===== config.mk =====
export PLATFORM = sky130hd
export DESIGN_NAME = aes_rcon_seq
export DESIGN_NICKNAME = d
export VERILOG_FILES = /design/src/rtl/aes_rcon_seq.sv
export SDC_FILE = /design/constraint.sdc
export NUM_CORES = 1
export LEC_CHECK = 0
export BUFFER_PORTS_ARGS = -buffer_cell sky130_fd_sc_hd__buf_2
export CAP_MARGIN = 0
export CELL_PAD_IN_SITES_DETAIL_PLACEMENT = 1
export CELL_PAD_IN_SITES_GLOBAL_PLACEMENT = 2
export CORE_UTILIZATION = 41
export CTS_BUF_LIST = sky130_fd_sc_hd__clkbuf_4
export DETAILED_ROUTE_END_ITERATION = 16
export HOLD_SLACK_MARGIN = 0.08
export PLACE_DENSITY = 0.88
export SYNTH_ARGS = -nofsm -noshare
export SYNTH_HDL_FRONTEND = slang
export SYNTH_SLANG_ARGS = --single-unit

===== constraint.sdc =====
create_clock -name clk -period 3.6 [get_ports clk]
set_clock_uncertainty 0.1 [all_clocks]
set_input_delay 0.54 -clock clk [delete_from_list [all_inputs] [get_ports clk]]
set_output_delay 0.54 -clock clk [all_outputs]
set_load 0.02 [all_outputs]

===== src/rtl/aes_rcon_seq.sv =====
// AES key-schedule word sequencer: emits word index, Rcon (GF(2^8) iterated) and RotWord/SubWord flags.
// Reverse-order generation for on-the-fly decryption expansion is compiled in with AES_RCON_REV_EN.
module aes_rcon_seq #(
  parameter int               WIDTH = 8,
  parameter logic [WIDTH-1:0] POLY  = 8'h1B
) (
  input  logic             clk,
  input  logic             rst_n,
  input  logic             start,
  input  logic [1:0]       mode,
  input  logic             dir,
  input  logic             ready,
  output logic             valid,
  output logic [5:0]       word_idx,
  output logic [WIDTH-1:0] rcon,
  output logic             rot_sub,
  output logic             sub_only,
  output logic             last,
  output logic             busy,
  output logic             done
);

  typedef enum logic [1:0] {IDLE = 2'd0, RUN = 2'd1, FIN = 2'd2} state_t;

  function automatic logic [WIDTH-1:0] xtime(input logic [WIDTH-1:0] a);
    return {a[WIDTH-2:0], 1'b0} ^ (a[WIDTH-1] ? POLY : '0);
  endfunction

  state_t           state_q;
  logic             valid_q, rot_sub_q, sub_only_q, last_q, busy_q, done_q;
  logic [5:0]       idx_q, end_q;
  logic [WIDTH-1:0] rcon_q, rc_q;
  logic [2:0]       pos_q, nkm1_q;
  logic             nk8_q;

  logic [1:0]       mode_eff;
  logic [2:0]       s_nkm1;
  logic             s_nk8;
  logic [5:0]       s_first, s_final;
  logic [5:0]       idx_d, end_d;
  logic [2:0]       pos_d, nkm1_d;
  logic             nk8_d;
  logic [WIDTH-1:0] rc_d, rcon_d;
  logic             rot_sub_d, sub_only_d, last_d, load;

`ifdef AES_RCON_REV_EN
  function automatic logic [WIDTH-1:0] inv_xtime(input logic [WIDTH-1:0] b);
    logic [WIDTH-1:0] bx;
    bx = b ^ POLY;
    return b[0] ? {1'b1, bx[WIDTH-1:1]} : {1'b0, b[WIDTH-1:1]};
  endfunction

  function automatic logic [WIDTH-1:0] rc_after(input int n);
    logic [WIDTH-1:0] r;
    r = WIDTH'(1);
    for (int k = 0; k < n; k++) r = xtime(r);
    return r;
  endfunction

  localparam bit STD_POLY = (WIDTH == 8) && (POLY == WIDTH'(8'h1B));
  localparam logic [WIDTH-1:0] RC_REV128 = STD_POLY ? WIDTH'(8'h36) : rc_after(9);
  localparam logic [WIDTH-1:0] RC_REV192 = STD_POLY ? WIDTH'(8'h80) : rc_after(7);
  localparam logic [WIDTH-1:0] RC_REV256 = STD_POLY ? WIDTH'(8'h40) : rc_after(6);

  logic             rev_q, rev_d;
  logic [WIDTH-1:0] s_rc_rev;
`else
  logic unused_dir;
  assign unused_dir = dir;
`endif

  always_comb begin
    mode_eff = (mode == 2'b11) ? 2'b00 : mode;
    s_nkm1   = 3'd3;
    s_nk8    = 1'b0;
    s_first  = 6'd4;
    s_final  = 6'd43;
    case (mode_eff)
      2'b01:   begin s_nkm1 = 3'd5; s_first = 6'd6; s_final = 6'd51; end
      2'b10:   begin s_nkm1 = 3'd7; s_nk8 = 1'b1; s_first = 6'd8; s_final = 6'd59; end
      default: ;
    endcase
    nkm1_d = nkm1_q;
    nk8_d  = nk8_q;
    end_d  = end_q;
    idx_d  = idx_q;
    pos_d  = pos_q;
    rc_d   = rc_q;
`ifdef AES_RCON_REV_EN
    rev_d    = (state_q == IDLE) ? dir : rev_q;
    s_rc_rev = RC_REV128;
    case (mode_eff)
      2'b01:   s_rc_rev = RC_REV192;
      2'b10:   s_rc_rev = RC_REV256;
      default: ;
    endcase
`endif
    if (state_q == IDLE) begin
      nkm1_d = s_nkm1;
      nk8_d  = s_nk8;
`ifdef AES_RCON_REV_EN
      // Final index 4(Nr+1)-1 is 3 mod Nk for every key length.
      if (rev_d) begin
        idx_d = s_final; end_d = s_first; pos_d = 3'd3; rc_d = s_rc_rev;
      end else
`endif
      begin
        idx_d = s_first; end_d = s_final; pos_d = 3'd0; rc_d = WIDTH'(1);
      end
    end else begin
`ifdef AES_RCON_REV_EN
      if (rev_d) begin
        idx_d = idx_q - 6'd1;
        pos_d = (pos_q == 3'd0) ? nkm1_q : pos_q - 3'd1;
        rc_d  = rot_sub_q ? inv_xtime(rc_q) : rc_q;
      end else
`endif
      begin
        idx_d = idx_q + 6'd1;
        pos_d = (pos_q == nkm1_q) ? 3'd0 : pos_q + 3'd1;
        rc_d  = rot_sub_q ? xtime(rc_q) : rc_q;
      end
    end
    rot_sub_d  = (pos_d == 3'd0);
    sub_only_d = nk8_d && (pos_d == 3'd4);
    last_d     = (idx_d == end_d);
    rcon_d     = rot_sub_d ? rc_d : '0;
    load       = ((state_q == IDLE) && start) || ((state_q == RUN) && ready && !last_q);
  end

  always_ff @(posedge clk or negedge rst_n) begin
    if (!rst_n) begin
      state_q    <= IDLE;
      valid_q    <= 1'b0;
      rot_sub_q  <= 1'b0;
      sub_only_q <= 1'b0;
      last_q     <= 1'b0;
      busy_q     <= 1'b0;
      done_q     <= 1'b0;
      idx_q      <= '0;
      end_q      <= '0;
      rcon_q     <= '0;
      rc_q       <= '0;
      pos_q      <= '0;
      nkm1_q     <= '0;
      nk8_q      <= 1'b0;
`ifdef AES_RCON_REV_EN
      rev_q      <= 1'b0;
`endif
    end else begin
      case (state_q)
        IDLE: if (start) begin
          state_q <= RUN;
          valid_q <= 1'b1;
          busy_q  <= 1'b1;
        end
        RUN: if (ready && last_q) begin
          state_q    <= FIN;
          valid_q    <= 1'b0;
          done_q     <= 1'b1;
          rot_sub_q  <= 1'b0;
          sub_only_q <= 1'b0;
          last_q     <= 1'b0;
          rcon_q     <= '0;
        end
        FIN: begin
          state_q <= IDLE;
          done_q  <= 1'b0;
          busy_q  <= 1'b0;
        end
        default: state_q <= IDLE;
      endcase
      // Shared by the initial load and every non-final handshake.
      if (load) begin
        idx_q      <= idx_d;
        end_q      <= end_d;
        pos_q      <= pos_d;
        rc_q       <= rc_d;
        nkm1_q     <= nkm1_d;
        nk8_q      <= nk8_d;
        rot_sub_q  <= rot_sub_d;
        sub_only_q <= sub_only_d;
        last_q     <= last_d;
        rcon_q     <= rcon_d;
`ifdef AES_RCON_REV_EN
        rev_q      <= rev_d;
`endif
      end
    end
  end

  assign valid    = valid_q;
  assign word_idx = idx_q;
  assign rcon     = rcon_q;
  assign rot_sub  = rot_sub_q;
  assign sub_only = sub_only_q;
  assign last     = last_q;
  assign busy     = busy_q;
  assign done     = done_q;

endmodule


Yosys cells after proc, flatten, opt, wreduce, memory -nomap -nowiden --
Cells that the tools add are included.
Storage, ports and cells: input bits 7, output and inout port bits 20, register bits 43
Cells by class: reduce and logical (&&, ||, !) cells 20, muxes and demuxes 30, equal/unequal tests 10, bitwise operators 1, $add $sub $neg 2
Operators by type and width (count):
- two-way mux 8 bit | 6
- two-way mux 6 bit | 2
- case mux 5 bit (2 select lines) | 1
- AND reduction 2 bit | 5
- nonzero test 2 bit | 5
- two-way mux 1 bit | 9
- case mux 4 bit (2 select lines) | 1
- bitwise XOR 8 x 5 -> 8 bit | 1
- adder 6 x 1 -> 6 bit, second input constant | 1
- == test 2 bit, second input constant | 3
- == test 6 bit | 1
- two-way mux 2 bit | 3
- two-way mux 3 bit | 2
- case mux 1 bit (2 select lines) | 3
- case mux 3 bit (2 select lines) | 1
- logical AND 1 bit | 5
- two-way mux 5 bit | 1
- == test 2 x 1 -> 1 bit, second input constant | 2
- case mux 2 bit (2 select lines) | 1
- adder 3 x 1 -> 3 bit, second input constant | 1
- == test 3 bit | 1
- == test 3 bit, second input constant | 1
- zero test 3 bit | 1
- AND reduction 3 bit | 1
- other kinds (5) | 5

Logic depth before layout (Yosys ltp) --
Gate-level depths: netlist of run 1.
depth in word-level cells 7, depth in mapped cells 7, gate-level depth less buffers 5

Worst setup path before layout of run 1 --
Ideal clock, no wire load.
path kind flip-flop to flip-flop, from register last_q (netlist: last), to register sub_only_q (netlist: sub_only), arrival 1.333 ns, cell stages (with the launch flop) 7, path slack 2.035 ns, path through dfrtp_1 > nand3b_1 > a21o_1 > buf_2 > buf_2 > nand3_1 > o41ai_2
Between the ends: cells in the longest elaborated chain, start to end 5, elaborated cells between the ends (all ways) 8, classes of those cells 1 x mux; 7 x reduce/logical
Ends and longest elaborated chain:
- from (decl) | line 30 | logic valid_q, rot_sub_q, sub_only_q, last_q, busy_q, done_q;
- from (signal assigned) | line 183 | last_q <= last_d;
- zero test 1 bit | line 128 | load = ((state_q == IDLE) && start) || ((state_q == RUN) && ready && !last_q);
- logical AND 1 bit | line 128
- logical OR 1 bit | line 128
- nonzero test 2 bit (no source line)
- AND reduction 2 bit (no source line)
- to (signal assigned) | line 182 | sub_only_q <= sub_only_d;
- to (decl) | line 30
Several ways; a longest one is shown, not always the timed one. A chain may end at the register's enable or synchronous reset.

Worst setup path in the final report of run 1 --
from register state_q[1], to register nk8_q
Between the ends: cells in the longest elaborated chain, start to end 4, elaborated cells between the ends (all ways) 7, classes of those cells 1 x eq/ne; 1 x mux; 5 x reduce/logical
Ends and longest elaborated chain:
- from (decl) | line 29 | state_t state_q;
- from (signal assigned) | line 133 | state_q <= IDLE;
- from (signal assigned) | line 153 | state_q <= RUN;
- from (signal assigned) | line 158 | state_q <= FIN;
- == test 2 x 1 -> 1 bit | line 128
- logical AND 1 bit (2 in series) | line 128
- logical OR 1 bit | line 128
- to (signal assigned) | line 180 | nk8_q <= nk8_d;
- to (decl) | line 34 | logic nk8_q;
Several ways; a longest one is shown, not always the timed one.

==> impl_metrics.yaml, run 1 <==
setup_path:
  crit_fanout: 15
  cp_cell_sequence: "nor2_1 -> and2_1 -> mux2_2"
  crit_type: "reg -> reg"
  cp.arrival_ns: 2.17
  start_kind: "flop"
  cpPeakStageDelay_ns: 0.50
  cpMaxStageDelayCell: "and2_1"
  cp_data_required_time_ns: 3.75
  cp-end-kind: "flop"
cells_and_area:
  mostFrequentLayoutCells: "43 x dfrtp_1, 25 x buf_2, 20 x nor2_1"
  n_fill_cell: 570
  syn_to_final_growth_pct: 9.93
  ff_latch_area_um2: 1080
  utilization_pct: 47.7
  final_common_cell: "dfrtp_1"
  layout-drive-gt1-share_pct: 18.7
  multi_input_area_um2: 932
  diodes: 0
  postLayoutCellArea_um2: 2300
  final_nets: 231
placed_design:
  dp_hpwl_mm: 3.34
  port_buffers: 25
  preCtsSetupSlack_ns: 1.58
  placed_cell_area_um2: 2250
  gp_congestion: 0.811
grt:
  grtUsageMet3_pct: 3.70
  grt_pass1_wl_mm: 7.83
  grt_overflow_total: 0
  grtUsageMet2_pct: 31.5
  grt_util_all_layers_pct: 19.6
  busiest_layer: "met2"
  use_met1_pct: 25.9
  grt_pass1_vias: 1605
  grt_antenna_before_repair: 0
  grt_max_degree: 44
sta:
  maxSlewHeadroom_pct: 36.9
  hold_viol: 0
  drv_slew: 0
  fin_crit_sh_pct: 55.9
  setup_slack_ns: 1.59
  rsz0062_at_grt: "false"
  min_period_ns: 2.01
  finalSetupTns_ns: 0
  final-setup-viol-count: 0
  fmaxAchievable_mhz: 497
  max_slew.worst_pin.slew_ns: 0.946
synthesis:
  synth_cells: 196
  syn_avg_cell_area_um2: 10.7
  synth-main-ff-cell: "dfrtp_1"
  ys_ff_latch: 43
  synth-edff-count: 0
  synthArstFlopShare_pct: 100
  synth.distinct_cells: 42
  ys_seq_area_share_pct: 51.4
  synth_area_leader_cell: "dfrtp_1"
  synth.area.top_cells: "dfrtp_1 51%, a21o_1 4.3%, a22o_1 4.2%"
  mappedNetlistArea_um2: 2090
  syn-num-nets: 209
  yosysWarnings: 0
  netlist.area_leader.share_pct: 51.4
clock_network:
  cts_tree: "built"
  cts_hold_repair.buffers: 0
  post_cts_buffers: 0
  clock_latency_ns: 0.36
  clock_sinks: 43
  cts_root_buf: "clkbuf_4"
  cts_buffer_depth: 2
  ctsResizeCount: 0
  clk_pin_slew_ns: 0.13
  htree_levels: 2
  cts_buffers: 5
power_and_ir_drop:
  max-vdd-ir-drop_mv: 0.435
  p_leak_nw: 1.13
  powerDensity_nw_per_um2: 926
  total_power_mw: 2.13
drt:
  wl_mm: 4.68
  drtAntennaViolNets: 0
  drt_iter0_drc: 77
  viasPerCell: 5.35
  num_vias: 1529
  wl_per_cell_um: 16.4
  firstDrtPassIters: 4
  drc: 0
floorplan:
  ios: 27
  dieArea_um2: 5390
  die_w_um: 73.4
  fp.dieH_um: 73.4
  core_area_um2: 4820
  start_util_pct: 43.4
  num_rows: 25
status:
  outcome: "complete, no violations"
min_path:
  hold_path.class: "in -> async"
run:
  maxCapViolCount: 0
## cells in the mapped netlist (2+ instances only)
cell,n
o21ai_0,6
a22o_1,10
or2_1,2
nor2_1,20
ha_1,6
xor2_1,5
or2_2,4
a21oi_1,9
buf_2,3
a21o_1,12
mux2i_1,5
nand3_1,4
buf_4,3
xnor2_1,10
and3_1,2
buf_1,2
dfrtp_1,43
nand2_1,9
inv_1,8
nor2b_1,3
a211oi_1,4
nand2b_1,2
a31oi_1,5
## metal layers
| layer | up-vias | share of wire [%] |
|---|---|---|
| li1 | 727 | - |
| met3 | 8 | 2.9 |
| met5 | - | 0 |
| met1 | 772 | 47 |
| met2 | 22 | 48 |
| met4 | 0 | 1.7 |
## critical path, delay by kind of cell, from the launching register on
kind	cells	cell delay [ns]
flip-flops	1	0.49
multiplexers	1	0.39
AND/OR/NAND/NOR	2	0.92
## power by group
part	switching (mW)	internal, mW
logic	0.606	0.425
clock network	0.157	0.0802
registers	0.197	0.665
total	0.960	1.17
## layout make-up
| class | instances | share of cell area (%) |
|---|---|---|
| flip-flops and latches | 43 | 46.8 |
| multi-input cells | 135 | 40.5 |
| repair buffers | 25 | 5.44 |
| well taps | 67 | 3.65 |
| clock buffers | 6 | 1.96 |
| inverters | 8 | 1.31 |
| clock inverters | 2 | 0.326 |
## flip-flops by register name, summed over array words and instances (netlist names), 2 cells and up
register	flops
rc_q	8
rcon	8
end_q	6
word_idx	6
nkm1_q	3
pos_q	3
state_q	2
## cell families after synthesis
family | synth area share (%)
flops | 51.4
fa+ha+maj | 3.59
mux | 2.93
compound gates | 18.4
simple gates | 13.3
xor+xnor | 6.28
buf+inv | 4.01
## through the flow
step           std cells  hold slack (ns)
2_1_floorplan        196            0.144
3_3_place_gp         278            0.356
3_5_place_dp         278            0.377
4_1_cts              286            0.250
5_1_grt              286            0.275
6_report             286            0.196
## final timing paths
kind / start / end / slack, ns / depth (start not counted)
min reg2reg: valid / valid / 0.40 / 1
max in group asynchronous: rst_n / sub_only / 2.59 / 1
max: state_q[1] / nk8_q / 1.59 / 3
max reg2reg: state_q[1] / nk8_q / 1.59 / 3
min in group clk: start / state_q[0] / 0.38 / 3
min: rst_n / word_idx[5] / 0.20 / 1
No activity file was read; power rests on OpenSTA's default activity.
==> inputs of run 2 (changes only) <==
--- a/config.mk
+++ b/config.mk
@@ -5,15 +5,16 @@
 export SDC_FILE = /design/constraint.sdc
 export NUM_CORES = 1
 export LEC_CHECK = 0
+export ABC_AREA = 1
 export BUFFER_PORTS_ARGS = -buffer_cell sky130_fd_sc_hd__buf_2
 export CAP_MARGIN = 0
 export CELL_PAD_IN_SITES_DETAIL_PLACEMENT = 1
 export CELL_PAD_IN_SITES_GLOBAL_PLACEMENT = 2
-export CORE_UTILIZATION = 41
+export CORE_UTILIZATION = 35
 export CTS_BUF_LIST = sky130_fd_sc_hd__clkbuf_4
 export DETAILED_ROUTE_END_ITERATION = 16
 export HOLD_SLACK_MARGIN = 0.08
-export PLACE_DENSITY = 0.88
+export PLACE_DENSITY = 0.82
 export SYNTH_ARGS = -nofsm -noshare
 export SYNTH_HDL_FRONTEND = slang
 export SYNTH_SLANG_ARGS = --single-unit
==> constraint.sdc (replaced) <==
create_clock -name clk -period 2 [get_ports clk]
set_clock_uncertainty 0.1 [all_clocks]
set_input_delay 0.3 -clock clk [delete_from_list [all_inputs] [get_ports clk]]
set_output_delay 0.3 -clock clk [all_outputs]
set_load 0.02 [all_outputs]
==> run 2 against run 1 <==
- area after synthesis rose by 2.3%
- highest routed layer unchanged
- critical path depth up 7
- clock power is 87% higher
- first-iteration DRC count grew 13%
==> impl_metrics.yaml, run 2 <==
clock_network:
  clock_sinks: 43
  cts_buffer_depth: 2
  clk_pin_slew_ns: 0.13
  htree_levels: 2
  post_cts_buffers: 0
  clock_latency_ns: 0.35
  ctsResizeCount: 0
  cts_tree: "built"
  cts_hold_repair.buffers: 1
  cts_buffers: 5
  cts_root_buf: "clkbuf_4"
placed_design:
  dp_hpwl_mm: 3.72
  gp_congestion: 0.715
  port_buffers: 25
  dp.cells: 360
cells_and_area:
  stdcell_count: 369
  final_common_cell: "nand2_1"
  mostFrequentLayoutCells: "81 x nand2_1, 43 x dfrtp_1, 31 x inv_1"
  diodes: 0
  final_nets: 306
  layout-drive-gt1-share_pct: 17.7
  utilization_pct: 41.1
  syn_to_final_growth_pct: 13.7
synthesis:
  synth.area.top_cells: "dfrtp_1 50%, nand2_1 14%, inv_1 5.4%"
  yosysWarnings: 0
  synthTopCellsByCount: "81 x nand2_1, 43 x dfrtp_1, 31 x inv_1, 22 x o21ai_0"
  synth_area_leader_cell: "dfrtp_1"
  synth.distinct_cells: 28
  netlist.area_leader.share_pct: 50.3
  synthArstFlopShare_pct: 100
  synth-edff-count: 0
  ys_seq_area_share_pct: 50.3
  synth-main-ff-cell: "dfrtp_1"
  syn_avg_cell_area_um2: 8.23
  syn-num-nets: 273
  mappedNetlistArea_um2: 2140
  synth_cells: 260
  ys_ff_latch: 43
  synth.most_common_cell: "nand2_1"
sta:
  maxSlewHeadroom_pct: 68.3
  fin_crit_sh_pct: 85.3
  fin_hold_ws_ns: 0.160
  rsz0062_at_grt: "false"
  max_slew.worst_pin.slew_ns: 0.475
  final-setup-viol-count: 0
  fmaxAchievable_mhz: 586
  hold_viol: 0
  finalSetupTns_ns: 0
  min_period_ns: 1.71
  drv_slew: 0
min_path:
  hold_path.class: "in -> reg"
  hold_path_end: "state_q[0]"
  hp-start: "ready"
  min_delay_path_depth: 4
floorplan:
  start_util_pct: 36.1
  core_area_um2: 5920
  dieArea_um2: 6430
  fp.dieH_um: 80.2
  num_rows: 28
  ios: 27
  die_w_um: 80.2
setup_path:
  r2r_cells: 10
  r2r_slack_ns: 0.29
  r2r-start: "state_q[1]"
  start_kind: "flop"
  reg2reg_to: "rcon[5]"
  crit_fanout: 13
  cp.arrival_ns: 1.85
  cp-end-kind: "flop"
  cp_data_required_time_ns: 2.15
  crit_type: "reg -> reg"
drt:
  drtAntennaViolNets: 0
  wl_mm: 4.87
  num_vias: 1755
  firstDrtPassIters: 4
  drt_iter0_drc: 87
  viasPerCell: 4.76
  drc: 0
  wl_per_cell_um: 13.2
grt:
  grt_antenna_before_repair: 0
  grt_overflow_total: 0
  grt_max_degree: 26
  grt_util_all_layers_pct: 17.2
  grt_pass1_wl_mm: 8.40
  grt_pass1_vias: 1754
power_and_ir_drop:
  max-vdd-ir-drop_mv: 0.542
  total_power_mw: 3.57
  p_leak_nw: 1.25
  powerDensity_nw_per_um2: 1470
status:
  outcome: "complete, no violations"
run:
  maxCapViolCount: 0
==> run 2: cell types whose count changed after synthesis, moves of 10 or more <==
cell / before / now
inv_1: 8 / 31
a22o_1: 10 / 0
nand2_1: 9 / 81
o21ai_0: 6 / 22
o21ai_1: 0 / 13
a21o_1: 12 / 0
==> run 2: cells by family (layout without fill, tap and decap cells) <==
kind of cell	Yosys count	in the layout	share of synthesized area, %
adder cells (fa/ha/maj)	6	6	3.51
AO/OA/AOI/OAI	44	44	11.3
buffers and inverters	42	76	8.83
XOR/XNOR	5	5	2.05
AND/OR/NAND/NOR	120	120	24.0
flip-flops	43	43	50.3
==> run 2: critical path: stages, from the launching register on <==
cell	delay [ns]
dfrtp_1	0.42
inv_1	0.15
nand2_2	0.11
nor2_4	0.24
inv_2	0.07
nand2_4	0.12
inv_4	0.10
nand2_2	0.07
inv_2	0.09
nand2_1	0.07
o21ai_1	0.06
==> run 2: layout make-up <==
class,instances,area [um^2]
Fill cell,748,3490
Clock inverter,2,12.5
Inverter,36,138
Clock buffer,6,45.0
Multi-Input combinational cell,175,875
Timing Repair Buffer,32,193
Sequential cell,43,1080
Tap cell,75,93.8
==> run 2: worst max-delay path by stage <==
stage / startpoint / to / slack [ns]
3_5_place_dp: state_q[1] / rcon[7] / 0.28
3_3_place_gp: state_q[1] / rcon[5] / 0.29
2_1_floorplan: word_idx[0] / last / 0.47
6_report: state_q[1] / rcon[5] / 0.29
4_1_cts: state_q[1] / rcon[7] / 0.26
5_1_grt: state_q[1] / rcon[5] / 0.09
==> run 2: per-stage QoR <==
stage	area [um^2]	setup slack [ns]
floorplan	2140	0.468
global placement	2360	0.290
CTS	2430	0.256
detailed placement	2360	0.278
finish	2430	0.294
global route	2430	0.0912
==> run 2: layer usage <==
layer | GRT usage [%] | routed length [um]
met5 | 0 | 0
met4 | 5.00 | 61
met3 | 3.41 | 106
met2 | 28.1 | 2260
met1 | 23.0 | 2450
==> run 2: power by group <==
part | total, mW | internal [mW] | switching, mW
Sequential | 1.44 | 1.18 | 0.260
Clock | 0.444 | 0.150 | 0.294
Combinational | 1.69 | 0.590 | 1.10
